**src/rtl/uart_program_loader.sv**
```systemverilog
// 8N1 UART receiver feeding a framed program loader: SYNC_B, 16-bit length, big-endian
// 16-bit words written to BSRAM from address 0, then a mod-256 byte checksum.
module uart_program_loader #(
   parameter int unsigned CLK_HZ = 27_000_000,
   parameter int unsigned BAUD   = 115_200,
   parameter int unsigned ADDR_W = 11,
   parameter logic [7:0]  SYNC_B = 8'hA5
) (
   input  logic              clk,
   input  logic              rst,
   input  logic              uart_rx,
   output logic              mem_we,
   output logic [ADDR_W-1:0] mem_addr,
   output logic [15:0]       mem_din,
   output logic              boot_mode,
   output logic              done,
   output logic              err
);

   localparam int unsigned DIV     = CLK_HZ / BAUD;
   localparam int unsigned HALF    = DIV / 2;
   localparam int unsigned CNT_W   = $clog2(DIV + 1);
   localparam int unsigned MAX_LEN = 1 << ADDR_W;
   localparam logic [CNT_W-1:0] C_DIV_M1  = CNT_W'(DIV - 1);
   localparam logic [CNT_W-1:0] C_HALF_M1 = CNT_W'(HALF - 1);

   typedef enum logic [1:0] {RX_IDLE, RX_START, RX_DATA, RX_STOP} rx_state_t;
   typedef enum logic [2:0] {
      LD_SYNC, LD_LEN_HI, LD_LEN_LO, LD_D_HI, LD_D_LO, LD_CSUM, LD_DONE, LD_ERR
   } ld_state_t;

   rx_state_t        r_rx_state, w_rx_next;
   logic             r_sync1, r_sync2, r_prev;
   logic [CNT_W-1:0] r_cnt;
   logic [2:0]       r_bit_idx;
   logic [7:0]       r_shift;
   logic             w_tick, w_byte_valid, w_frame_err;
   logic [7:0]       w_byte;

   ld_state_t        r_ld_state, w_ld_next;
   logic [7:0]       r_len_hi, r_hi, r_sum;
   logic [15:0]      r_remaining;
   logic [15:0]      w_len;
   logic             w_sync_hit, w_write;
   logic             r_we, r_inc, r_boot, r_done, r_err;
   logic [ADDR_W-1:0] r_addr;
   logic [15:0]      r_din;

   assign w_byte = r_shift;
   assign w_len  = {r_len_hi, w_byte};

   // ---------------- receiver ----------------
   always_comb begin
      w_rx_next    = r_rx_state;
      w_tick       = 1'b0;
      w_byte_valid = 1'b0;
      w_frame_err  = 1'b0;
      case (r_rx_state)
         RX_IDLE:  if (r_prev && !r_sync2) w_rx_next = RX_START;
         RX_START: if (r_cnt == C_HALF_M1) begin
            w_tick    = 1'b1;
            w_rx_next = r_sync2 ? RX_IDLE : RX_DATA;
         end
         RX_DATA:  if (r_cnt == C_DIV_M1) begin
            w_tick = 1'b1;
            if (r_bit_idx == 3'd7) w_rx_next = RX_STOP;
         end
         RX_STOP:  if (r_cnt == C_DIV_M1) begin
            w_tick       = 1'b1;
            w_rx_next    = RX_IDLE;
            w_byte_valid = r_sync2;
            w_frame_err  = !r_sync2;
         end
         default:  w_rx_next = RX_IDLE;
      endcase
   end

   always_ff @(posedge clk or posedge rst) begin
      if (rst) begin
         r_sync1    <= 1'b1;
         r_sync2    <= 1'b1;
         r_prev     <= 1'b1;
         r_rx_state <= RX_IDLE;
         r_cnt      <= '0;
         r_bit_idx  <= '0;
         r_shift    <= '0;
      end else begin
         r_sync1    <= uart_rx;
         r_sync2    <= r_sync1;
         r_prev     <= r_sync2;
         r_rx_state <= w_rx_next;
         r_cnt      <= (r_rx_state == RX_IDLE || w_tick) ? '0 : r_cnt + 1'b1;
         if (r_rx_state == RX_DATA && w_tick) begin
            r_shift   <= {r_sync2, r_shift[7:1]};
            r_bit_idx <= r_bit_idx + 1'b1;
         end
      end
   end

   // ---------------- loader ----------------
   always_comb begin
      w_ld_next  = r_ld_state;
      w_sync_hit = 1'b0;
      w_write    = 1'b0;
      case (r_ld_state)
         LD_SYNC, LD_DONE: if (w_byte_valid && w_byte == SYNC_B) begin
            w_ld_next  = LD_LEN_HI;
            w_sync_hit = 1'b1;
         end
         LD_LEN_HI: if (w_byte_valid) w_ld_next = LD_LEN_LO;
         LD_LEN_LO: if (w_byte_valid)
            w_ld_next = (w_len == 16'd0 || 32'(w_len) > MAX_LEN) ? LD_ERR : LD_D_HI;
         LD_D_HI:   if (w_byte_valid) w_ld_next = LD_D_LO;
         LD_D_LO:   if (w_byte_valid) begin
            w_write   = 1'b1;
            w_ld_next = (r_remaining == 16'd1) ? LD_CSUM : LD_D_HI;
         end
         LD_CSUM:   if (w_byte_valid) w_ld_next = (w_byte == r_sum) ? LD_DONE : LD_ERR;
         LD_ERR:    w_ld_next = LD_SYNC;
         default:   w_ld_next = LD_SYNC;
      endcase
      if (w_frame_err && r_ld_state != LD_SYNC && r_ld_state != LD_DONE)
         w_ld_next = LD_ERR;
   end

   // Address advances one clock after the strobe drops, so it is stable across mem_we.
   always_ff @(posedge clk or posedge rst) begin
      if (rst) begin
         r_ld_state  <= LD_SYNC;
         r_len_hi    <= '0;
         r_hi        <= '0;
         r_sum       <= '0;
         r_remaining <= '0;
         r_we        <= 1'b0;
         r_inc       <= 1'b0;
         r_addr      <= '0;
         r_din       <= '0;
         r_boot      <= 1'b1;
         r_done      <= 1'b0;
         r_err       <= 1'b0;
      end else begin
         r_ld_state <= w_ld_next;
         r_we       <= w_write;
         r_inc      <= r_we;
         if (w_write) r_din <= {r_hi, w_byte};
         if (w_sync_hit) begin
            r_done <= 1'b0;
            r_err  <= 1'b0;
            r_addr <= '0;
            r_sum  <= '0;
            r_boot <= 1'b1;
         end else if (r_inc) begin
            r_addr <= r_addr + 1'b1;
         end
         if (w_byte_valid) begin
            if (r_ld_state == LD_LEN_HI) r_len_hi <= w_byte;
            if (r_ld_state == LD_LEN_LO) r_remaining <= w_len;
            if (r_ld_state == LD_D_HI) begin
               r_hi  <= w_byte;
               r_sum <= r_sum + w_byte;
            end
            if (r_ld_state == LD_D_LO) begin
               r_sum       <= r_sum + w_byte;
               r_remaining <= r_remaining - 1'b1;
            end
         end
         if (w_ld_next == LD_DONE && r_ld_state != LD_DONE) begin
            r_done <= 1'b1;
            r_boot <= 1'b0;
         end
         if (w_ld_next == LD_ERR) begin
            r_err  <= 1'b1;
            r_boot <= 1'b1;
         end
      end
   end

   assign mem_we    = r_we;
   assign mem_addr  = r_addr;
   assign mem_din   = r_din;
   assign boot_mode = r_boot;
   assign done      = r_done;
   assign err       = r_err;

endmodule
```
**config.mk**
```make
export PLATFORM = sky130hd
export DESIGN_NAME = uart_program_loader
export DESIGN_NICKNAME = d
export VERILOG_FILES = /design/src/rtl/uart_program_loader.sv
export SDC_FILE = /design/constraint.sdc
export NUM_CORES = 1
export LEC_CHECK = 0
export ABC_CLOCK_PERIOD_IN_PS = 2500
export BUFFER_PORTS_ARGS = -buffer_cell sky130_fd_sc_hd__buf_4
export CAP_MARGIN = 20
export CORE_MARGIN = 2
export CORE_UTILIZATION = 54
export CTS_CLUSTER_DIAMETER = 150
export CTS_CLUSTER_SIZE = 8
export DETAILED_ROUTE_END_ITERATION = 8
export PLACE_DENSITY = 0.75
export SYNTH_ARGS = -nofsm -noshare
export SYNTH_HDL_FRONTEND = slang
export SYNTH_SLANG_ARGS = --single-unit
```
**constraint.sdc**
```tcl
create_clock -name clk -period 2.5 [get_ports clk]
set_input_delay 0.125 -clock clk [delete_from_list [all_inputs] [get_ports clk]]
set_output_delay 0.125 -clock clk [all_outputs]
set_load 0.03 [all_outputs]
```
==> results of run 1 <==
-- critical path: stages (launching register included) --
cell	delay, ns
dfrtp_1	0.41
or4_4	0.55
or3_4	0.34
or4_4	0.50
or2_1	0.25
a21oi_1	0.13
a2bb2oi_1	0.16
-- cell families after synthesis --
logic type / count (synthesis) / synth area share, %
and+or+nand+nor: 145 / 15.4
DFF: 99 / 51.2
AOI/OAI and AO/OA: 87 / 11.5
muxes: 45 / 10.4
buffers and inverters: 36 / 2.97
xor gates and xnor gates: 24 / 4.33
adders and majority gates: 16 / 4.28
-- flip-flops by register name, summed over array words and instances (netlist names), 3 cells and up, named ones only --
signal and flops:
mem_din 16, r_len_hi 8, r_cnt 8, r_hi 8, r_shift 8, r_ld_state 3
mem_addr 11, r_remaining 16, r_bit_idx 3, r_sum 8
-- synth_stat cells (9+ instances only) --
cell type and n:
dfrtp_1 95, mux2_2 43, nor2_1 43, a21oi_1 26, clkbuf_1 20, nand2_1 20
o21ai_0 20, nand3_1 18, xor2_1 16, ha_1 15, inv_1 14, nor3_1 9
nor4_1 9
-- cells in the final DEF, fill, tap and decap left out, types with 7 or more instances in the layout --
| cell type | netlist | final |
|---|---|---|
| a21oi_1 | 26 | 26 |
| ha_1 | 15 | 15 |
| o21ai_0 | 20 | 20 |
| inv_1 | 14 | 13 |
| nand2b_1 | 7 | 7 |
| nand4_1 | 8 | 8 |
| nand3_1 | 18 | 18 |
| xor2_1 | 16 | 16 |
| nor2_1 | 43 | 43 |
| nor4_1 | 9 | 7 |
| buf_4 | 0 | 56 |
| xnor2_1 | 8 | 8 |
| nand2_1 | 20 | 20 |
| dfrtp_1 | 95 | 95 |
| clkbuf_8 | 0 | 10 |
| mux2_2 | 43 | 43 |
| nor3_1 | 9 | 9 |
-- routing by layer --
metal | share of wire (%) | wire length, um | vias to the layer above | global-route usage (%)
met1 | 45 | 4430 | 1795 | 29.0
met5 | 0 | 0 | - | 0
li1 | - | - | 1715 | -
met4 | 0.79 | 78 | 0 | 5.27
met3 | 3.8 | 379 | 8 | 5.11
met2 | 51 | 5030 | 58 | 35.8
-- metrics by stage --
stage	cells	util [%]	total power [mW]	setup slack, ns
6_report	613	64.0	2.89	0.0740
5_1_grt	613	64.0	3.03	-0.0144
4_1_cts	612	63.6	2.92	0.0359
3_5_place_dp	594	61.1	1.93	0.0613
3_3_place_gp	594	61.1	1.91	0.163
2_1_floorplan	452	-	1.86	-0.0143
-- cell type report --
type,count,area (um^2),share of cell area (%)
clock buffers,10,138,2.47
well taps,108,135,2.42
multi-input cells,317,2250,40.3
flip-flops and latches,99,2480,44.5
clock inverters,6,57.6,1.03
inverters,14,56.3,1.01
repair buffers,59,460,8.25
-- final timing paths --
check                                     from         endpoint  slack (ns)  cells after the start
worst max register to register  r_remaining[6]  r_remaining[12]        0.07                      6
max in group asynchronous                  rst  r_remaining[14]        1.33                      4
worst max-delay path            r_remaining[6]  r_remaining[12]        0.07                      6
min in group asynchronous                  rst         r_cnt[6]        0.45                      3
worst min-delay path                   r_sync1          r_sync2        0.37                      0
worst min register to register         r_sync1          r_sync2        0.37                      0
-- report_power, final --
| part | switching (mW) | leakage, nW | internal [mW] |
|---|---|---|---|
| Combinational | 0.108 | 1.29 | 0.0789 |
| Clock | 0.585 | 0.0980 | 0.410 |
| Sequential | 0.0612 | 1.36 | 1.65 |
-- what timing repair did --
action,4_1_cts,5_1_grt
hold endpoints to repair,30,0
buffers inserted,0,1
setup endpoints to repair,0,7
gates resized for setup,0,6
hold buffers,2,0
==> metrics.txt, run 1 <==
# TYPE chip_impl_metric gauge
chip_impl_metric{name="timing.max_cap.violations",unit=""} 0
chip_impl_metric{name="drt-total-wl",unit="um"} 9920
chip_impl_metric{name="slew-limit-headroom",unit="%"} 49.8
chip_impl_info{name="outcome",value="complete, no violations"} 1
chip_impl_info{name="grt_setup_unrepaired",value="true"} 1
chip_impl_metric{name="max_slew.worst_pin.slew",unit="ns"} 0.752
chip_impl_metric{name="final_layout_size_suffix_gt1_share",unit="%"} 25.7
chip_impl_metric{name="synth.net_count",unit=""} 471
chip_impl_metric{name="htree_num_levels",unit=""} 3
chip_impl_metric{name="slew_violations",unit=""} 0
chip_impl_metric{name="fin_nets",unit=""} 519
chip_impl_metric{name="global_router_s_overall_resource_usage",unit="%"} 21.6
chip_impl_metric{name="diodes",unit=""} 0
chip_impl_metric{name="clk_latency",unit="ns"} 0.36
chip_impl_metric{name="design.core.area",unit="um^2"} 8720
chip_impl_metric{name="final_period_minus_worst_setup_slack",unit="ns"} 2.43
chip_impl_metric{name="worstPathArrival",unit="ns"} 2.70
chip_impl_metric{name="number_of_placement_rows",unit=""} 34
chip_impl_metric{name="vdd.ir_drop.worst",unit="mV"} 0.316
chip_impl_metric{name="grt_pass1_vias",unit=""} 3547
chip_impl_metric{name="floorplan.initialDensity",unit="%"} 55.6
chip_impl_metric{name="cell_area_synth",unit="um^2"} 4850
chip_impl_metric{name="clkSlewWorstSetupHoldPaths",unit="ns"} 0.10
chip_impl_info{name="holdCritPathClass",value="register to register"} 1
chip_impl_metric{name="final_ant_viol_nets",unit=""} 0
chip_impl_metric{name="fin_worst_hold_slack",unit="ns"} 0.366
chip_impl_metric{name="maximum_number_of_buffers_from_clock_root_to_sink",unit=""} 2
chip_impl_metric{name="fmax",unit="GHz"} 0.412
chip_impl_metric{name="synth_enable_flop_cells",unit=""} 0
chip_impl_metric{name="place_area",unit="um^2"} 5330
chip_impl_info{name="synth_top_cell_by_area",value="dfrtp_1"} 1
chip_impl_info{name="start_kind",value="register"} 1
chip_impl_metric{name="die_area",unit="um^2"} 9750
chip_impl_metric{name="synthDominantCellAreaShare",unit="%"} 49.0
chip_impl_metric{name="clock-sinks",unit=""} 99
chip_impl_metric{name="global_route.overflow_total",unit=""} 0
chip_impl_metric{name="viasPerCell",unit=""} 5.83
chip_impl_metric{name="detail_route.first_pass.iterations",unit=""} 4
chip_impl_metric{name="die_span_in_x",unit="um"} 98.8
chip_impl_metric{name="grt_max_degree",unit=""} 48
chip_impl_metric{name="antenna_found_initial",unit=""} 0
chip_impl_metric{name="power.density",unit="nW/um^2"} 518
chip_impl_metric{name="number_of_buffers_added_on_ports",unit=""} 33
chip_impl_metric{name="post_synth.cell_area_avg",unit="um^2"} 10.7
chip_impl_metric{name="ys_async_sr_fraction",unit="%"} 100
chip_impl_metric{name="power_leakage",unit="nW"} 2.75
chip_impl_metric{name="synth.lib_cells_used.distinct",unit=""} 53
chip_impl_info{name="critical_path.endpoint_type",value="register"} 1
chip_impl_metric{name="yosysWarningCount",unit=""} 0
chip_impl_info{name="cts_root_buf",value="clkbuf_8"} 1
chip_impl_info{name="criticalPathCategory",value="register to register"} 1
chip_impl_metric{name="count_of_fill_cells_added_during_filler_insertion",unit=""} 695
chip_impl_metric{name="sum_of_net_half_perimeters_after_detailed_placement",unit="um"} 6990
chip_impl_metric{name="report.final.setup_viol",unit=""} 0
chip_impl_info{name="post_synth_main_area_contributors",value="dfrtp_1 (49%), mux2_2 (10%), ha_1 (3.9%)"} 1
chip_impl_metric{name="place_congestion",unit=""} 0.875
chip_impl_metric{name="final.setup.tns",unit="ns"} 0
chip_impl_info{name="ys.flop_type",value="dfrtp_1"} 1
chip_impl_metric{name="routedWlPerCell",unit="um"} 16.2
chip_impl_info{name="cts_tree",value="built"} 1
chip_impl_metric{name="drt-initial-drc-count",unit=""} 139
chip_impl_metric{name="die_h",unit="um"} 98.8
chip_impl_metric{name="final_cell_area",unit="um^2"} 5580
chip_impl_metric{name="post_synth_inst_count",unit=""} 452
chip_impl_metric{name="clock-skew-final",unit="ns"} 0.0185
chip_impl_metric{name="synthToLayoutAreaGrowth",unit="%"} 15.1
chip_impl_metric{name="post-route-period-util",unit="%"} 97.0
chip_impl_metric{name="route.detailed.drc",unit=""} 0
chip_impl_metric{name="worst_ep_required_time",unit="ns"} 2.78
chip_impl_metric{name="final_hold_vios",unit=""} 0
chip_impl_metric{name="num_io_pins",unit=""} 34
chip_impl_metric{name="worst-path-max-fanout",unit=""} 3
chip_impl_metric{name="wire_length_of_the_first_global_routing_pass",unit="um"} 17000
chip_impl_metric{name="vias",unit=""} 3576
chip_impl_metric{name="cts-buffers-inserted",unit=""} 9
chip_impl_metric{name="ys_ff_latch",unit=""} 99
chip_impl_metric{name="ys_seq_area_share",unit="%"} 51.2
No activity file was read; power rests on OpenSTA's default activity.
==> run 2: changes to the inputs <==
--- a/config.mk
+++ b/config.mk
@@ -9,11 +9,12 @@
 export BUFFER_PORTS_ARGS = -buffer_cell sky130_fd_sc_hd__buf_4
 export CAP_MARGIN = 20
 export CORE_MARGIN = 2
-export CORE_UTILIZATION = 54
+export CORE_UTILIZATION = 56
+export CTS_BUF_LIST = sky130_fd_sc_hd__clkbuf_8
 export CTS_CLUSTER_DIAMETER = 150
-export CTS_CLUSTER_SIZE = 8
+export CTS_CLUSTER_SIZE = 16
 export DETAILED_ROUTE_END_ITERATION = 8
-export PLACE_DENSITY = 0.75
+export PLACE_DENSITY = 0.78
 export SYNTH_ARGS = -nofsm -noshare
 export SYNTH_HDL_FRONTEND = slang
 export SYNTH_SLANG_ARGS = --single-unit
==> run 2 against run 1 <==
  * Count of clock-buffer cells in the layout shrank 1
  * Largest power group unchanged
  * Clock power grew 11%
  * Sequential share of layout area grew 0.26 points
  * Die area shrank 3.4%
  * Hold slack lost 0.0029 ns
  * Worst setup slack gained 0.0075 ns
==> metrics.txt, run 2 (synthesis gave the netlist of run 1 again) <==
# TYPE chip_impl_metric gauge
chip_impl_metric{name="wire_length_of_the_first_global_routing_pass",unit="um"} 17300
chip_impl_metric{name="final_period_minus_worst_setup_slack",unit="ns"} 2.42
chip_impl_metric{name="final_ant_viol_nets",unit=""} 0
chip_impl_metric{name="htree_num_levels",unit=""} 3
chip_impl_metric{name="power_frac_comb",unit="%"} 6.0
chip_impl_metric{name="cts_setup_buffers",unit=""} 0
chip_impl_metric{name="worst_ep_required_time",unit="ns"} 2.75
chip_impl_metric{name="die_h",unit="um"} 97.1
chip_impl_metric{name="global_route.usage.met3",unit="%"} 5.18
chip_impl_metric{name="antenna_found_initial",unit=""} 0
chip_impl_info{name="mostFrequentLayoutCell",value="dfrtp_1"} 1
chip_impl_metric{name="vdd.ir_drop.worst",unit="mV"} 0.377
chip_impl_metric{name="maximum_number_of_buffers_from_clock_root_to_sink",unit=""} 2
chip_impl_metric{name="route.detailed.drc",unit=""} 0
chip_impl_metric{name="routedWlPerCell",unit="um"} 16.3
chip_impl_metric{name="detail_route.first_pass.iterations",unit=""} 4
chip_impl_metric{name="grt_use_met1",unit="%"} 29.1
chip_impl_metric{name="final_layout_size_suffix_gt1_share",unit="%"} 24.6
chip_impl_metric{name="clkSlewWorstSetupHoldPaths",unit="ns"} 0.10
chip_impl_metric{name="drt-total-wl",unit="um"} 9910
chip_impl_metric{name="p_seq_share",unit="%"} 57.1
chip_impl_metric{name="post-route-period-util",unit="%"} 96.7
chip_impl_metric{name="clock-sinks",unit=""} 99
chip_impl_metric{name="fin_nets",unit=""} 515
chip_impl_info{name="cts_tree",value="built"} 1
chip_impl_info{name="layout.cells.most_common_list",value="dfrtp_1 (95), buf_4 (52), mux2_2 (43), nor2_1 (43), a21oi_1 (26)"} 1
chip_impl_metric{name="design.core.area",unit="um^2"} 8300
chip_impl_info{name="busiest_layer",value="met2"} 1
chip_impl_metric{name="internal_power",unit="mW"} 2.22
chip_impl_metric{name="die_area",unit="um^2"} 9420
chip_impl_metric{name="grt_pass1_vias",unit=""} 3686
chip_impl_metric{name="number_of_buffers_added_on_ports",unit=""} 33
chip_impl_metric{name="count_of_fill_cells_added_during_filler_insertion",unit=""} 656
chip_impl_info{name="start_kind",value="register"} 1
chip_impl_metric{name="clock_power_share",unit="%"} 36.9
chip_impl_metric{name="number_of_placement_rows",unit=""} 33
chip_impl_metric{name="num_io_pins",unit=""} 34
chip_impl_metric{name="slew-limit-headroom",unit="%"} 46.1
chip_impl_metric{name="multiInputGateArea",unit="um^2"} 2230
chip_impl_metric{name="area.sequential",unit="um^2"} 2480
chip_impl_metric{name="worst-path-max-fanout",unit=""} 4
chip_impl_metric{name="clk_latency",unit="ns"} 0.37
chip_impl_metric{name="switching_power_as_a_share_of_total_power",unit="%"} 25.8
chip_impl_metric{name="synthToLayoutAreaGrowth",unit="%"} 14.4
chip_impl_metric{name="final_hold_vios",unit=""} 0
chip_impl_metric{name="timing.max_cap.violations",unit=""} 0
chip_impl_info{name="grt_setup_unrepaired",value="false"} 1
chip_impl_metric{name="vias",unit=""} 3626
chip_impl_metric{name="fin_worst_hold_slack",unit="ns"} 0.363
chip_impl_info{name="critical_path.endpoint_type",value="register"} 1
chip_impl_metric{name="diodes",unit=""} 0
chip_impl_metric{name="viasPerCell",unit=""} 5.98
chip_impl_metric{name="p_switching",unit="mW"} 0.772
chip_impl_metric{name="ff2ff_setup_slack",unit="ns"} 0.08
chip_impl_info{name="outcome",value="complete, no violations"} 1
chip_impl_metric{name="worstPathArrival",unit="ns"} 2.67
chip_impl_metric{name="cts-buffers-inserted",unit=""} 9
chip_impl_info{name="criticalPathCategory",value="register to register"} 1
chip_impl_metric{name="power.density",unit="nW/um^2"} 539
chip_impl_metric{name="report.final.setup_viol",unit=""} 0
chip_impl_metric{name="slew_violations",unit=""} 0
chip_impl_metric{name="die_span_in_x",unit="um"} 97.1
chip_impl_metric{name="final.setup.tns",unit="ns"} 0
chip_impl_metric{name="grt_max_degree",unit=""} 45
chip_impl_metric{name="place_congestion",unit=""} 0.883
chip_impl_metric{name="sum_of_net_half_perimeters_after_detailed_placement",unit="um"} 6790
chip_impl_metric{name="grtUsageMet2",unit="%"} 37.1
chip_impl_metric{name="drt-initial-drc-count",unit=""} 230
chip_impl_metric{name="global_router_s_overall_resource_usage",unit="%"} 22.2
chip_impl_metric{name="global_route.overflow_total",unit=""} 0
chip_impl_metric{name="fmax",unit="GHz"} 0.413
chip_impl_info{name="cts_root_buf",value="clkbuf_8"} 1
chip_impl_metric{name="max_slew.worst_pin.slew",unit="ns"} 0.807
chip_impl_metric{name="power_leakage",unit="nW"} 2.74
chip_impl_info{name="holdCritPathClass",value="register to register"} 1
chip_impl_metric{name="floorplan.initialDensity",unit="%"} 58.4
chip_impl_metric{name="clock-skew-final",unit="ns"} 0.00983
[run 2: layout make-up]
cell class	count	area share [%]
Clock inverter	7	1.60
Inverter	14	1.01
Clock buffer	9	2.23
Sequential cell	99	44.7
Timing Repair Buffer	55	7.76
Multi-Input combinational cell	317	40.3
Tap cell	105	2.37
[run 2: through the flow]
stage               worst slack (ns)  instances  area, um^2  utilization, %  power [mW]
finish                        0.0814        606        5550            66.8        2.99
detailed placement             0.104        588        5300            63.9        1.92
global route                 0.00294        606        5550            66.8        3.12
floorplan                    -0.0143        452        4850               -        1.86
CTS                           0.0806        606        5540            66.7        3.01
global placement               0.166        588        5300            63.9        1.91
[run 2: power groups by stage]
stage | Clock (mW) | Sequential [mW] | Combinational, mW
after CTS | 1.12 | 1.71 | 0.184
after detailed placement | 0 | 1.74 | 0.180
after floorplan | 0 | 1.71 | 0.154
final | 1.10 | 1.71 | 0.181
after global placement | 0 | 1.73 | 0.175
after global routing | 1.19 | 1.72 | 0.212
[run 2: final timing paths]
kind	cells past startpoint	to	from
worst max-delay path	6	r_remaining[14]	r_remaining[6]
min in group asynchronous	3	r_cnt[3]	rst
worst min register to register	0	r_sync2	r_sync1
worst min-delay path	0	r_sync2	r_sync1
max in group asynchronous	4	r_sum[1]	rst
worst max register to register	6	r_remaining[14]	r_remaining[6]
[run 2: worst max-delay path, cell delays in order, from the launching register on]
cell and delay (ns):
dfrtp_1 0.41, or4_4 0.54, or3_1 0.35, or4_4 0.48, nor4_1 0.27, o21ai_0 0.13, o2bb2ai_1 0.13
[run 2: what timing repair did]
action	CTS	global route
endpoints found under the hold margin	32	0
hold buffers	2	0
setup endpoints to repair	0	5
gates resized for setup	0	4
[run 2: per-layer routing]
layer  up-vias  routed length, um
met3         7                430
met2        79               5000
met1      1830               4410
met4         0                 68
li1       1710                  -
met5         -                  0
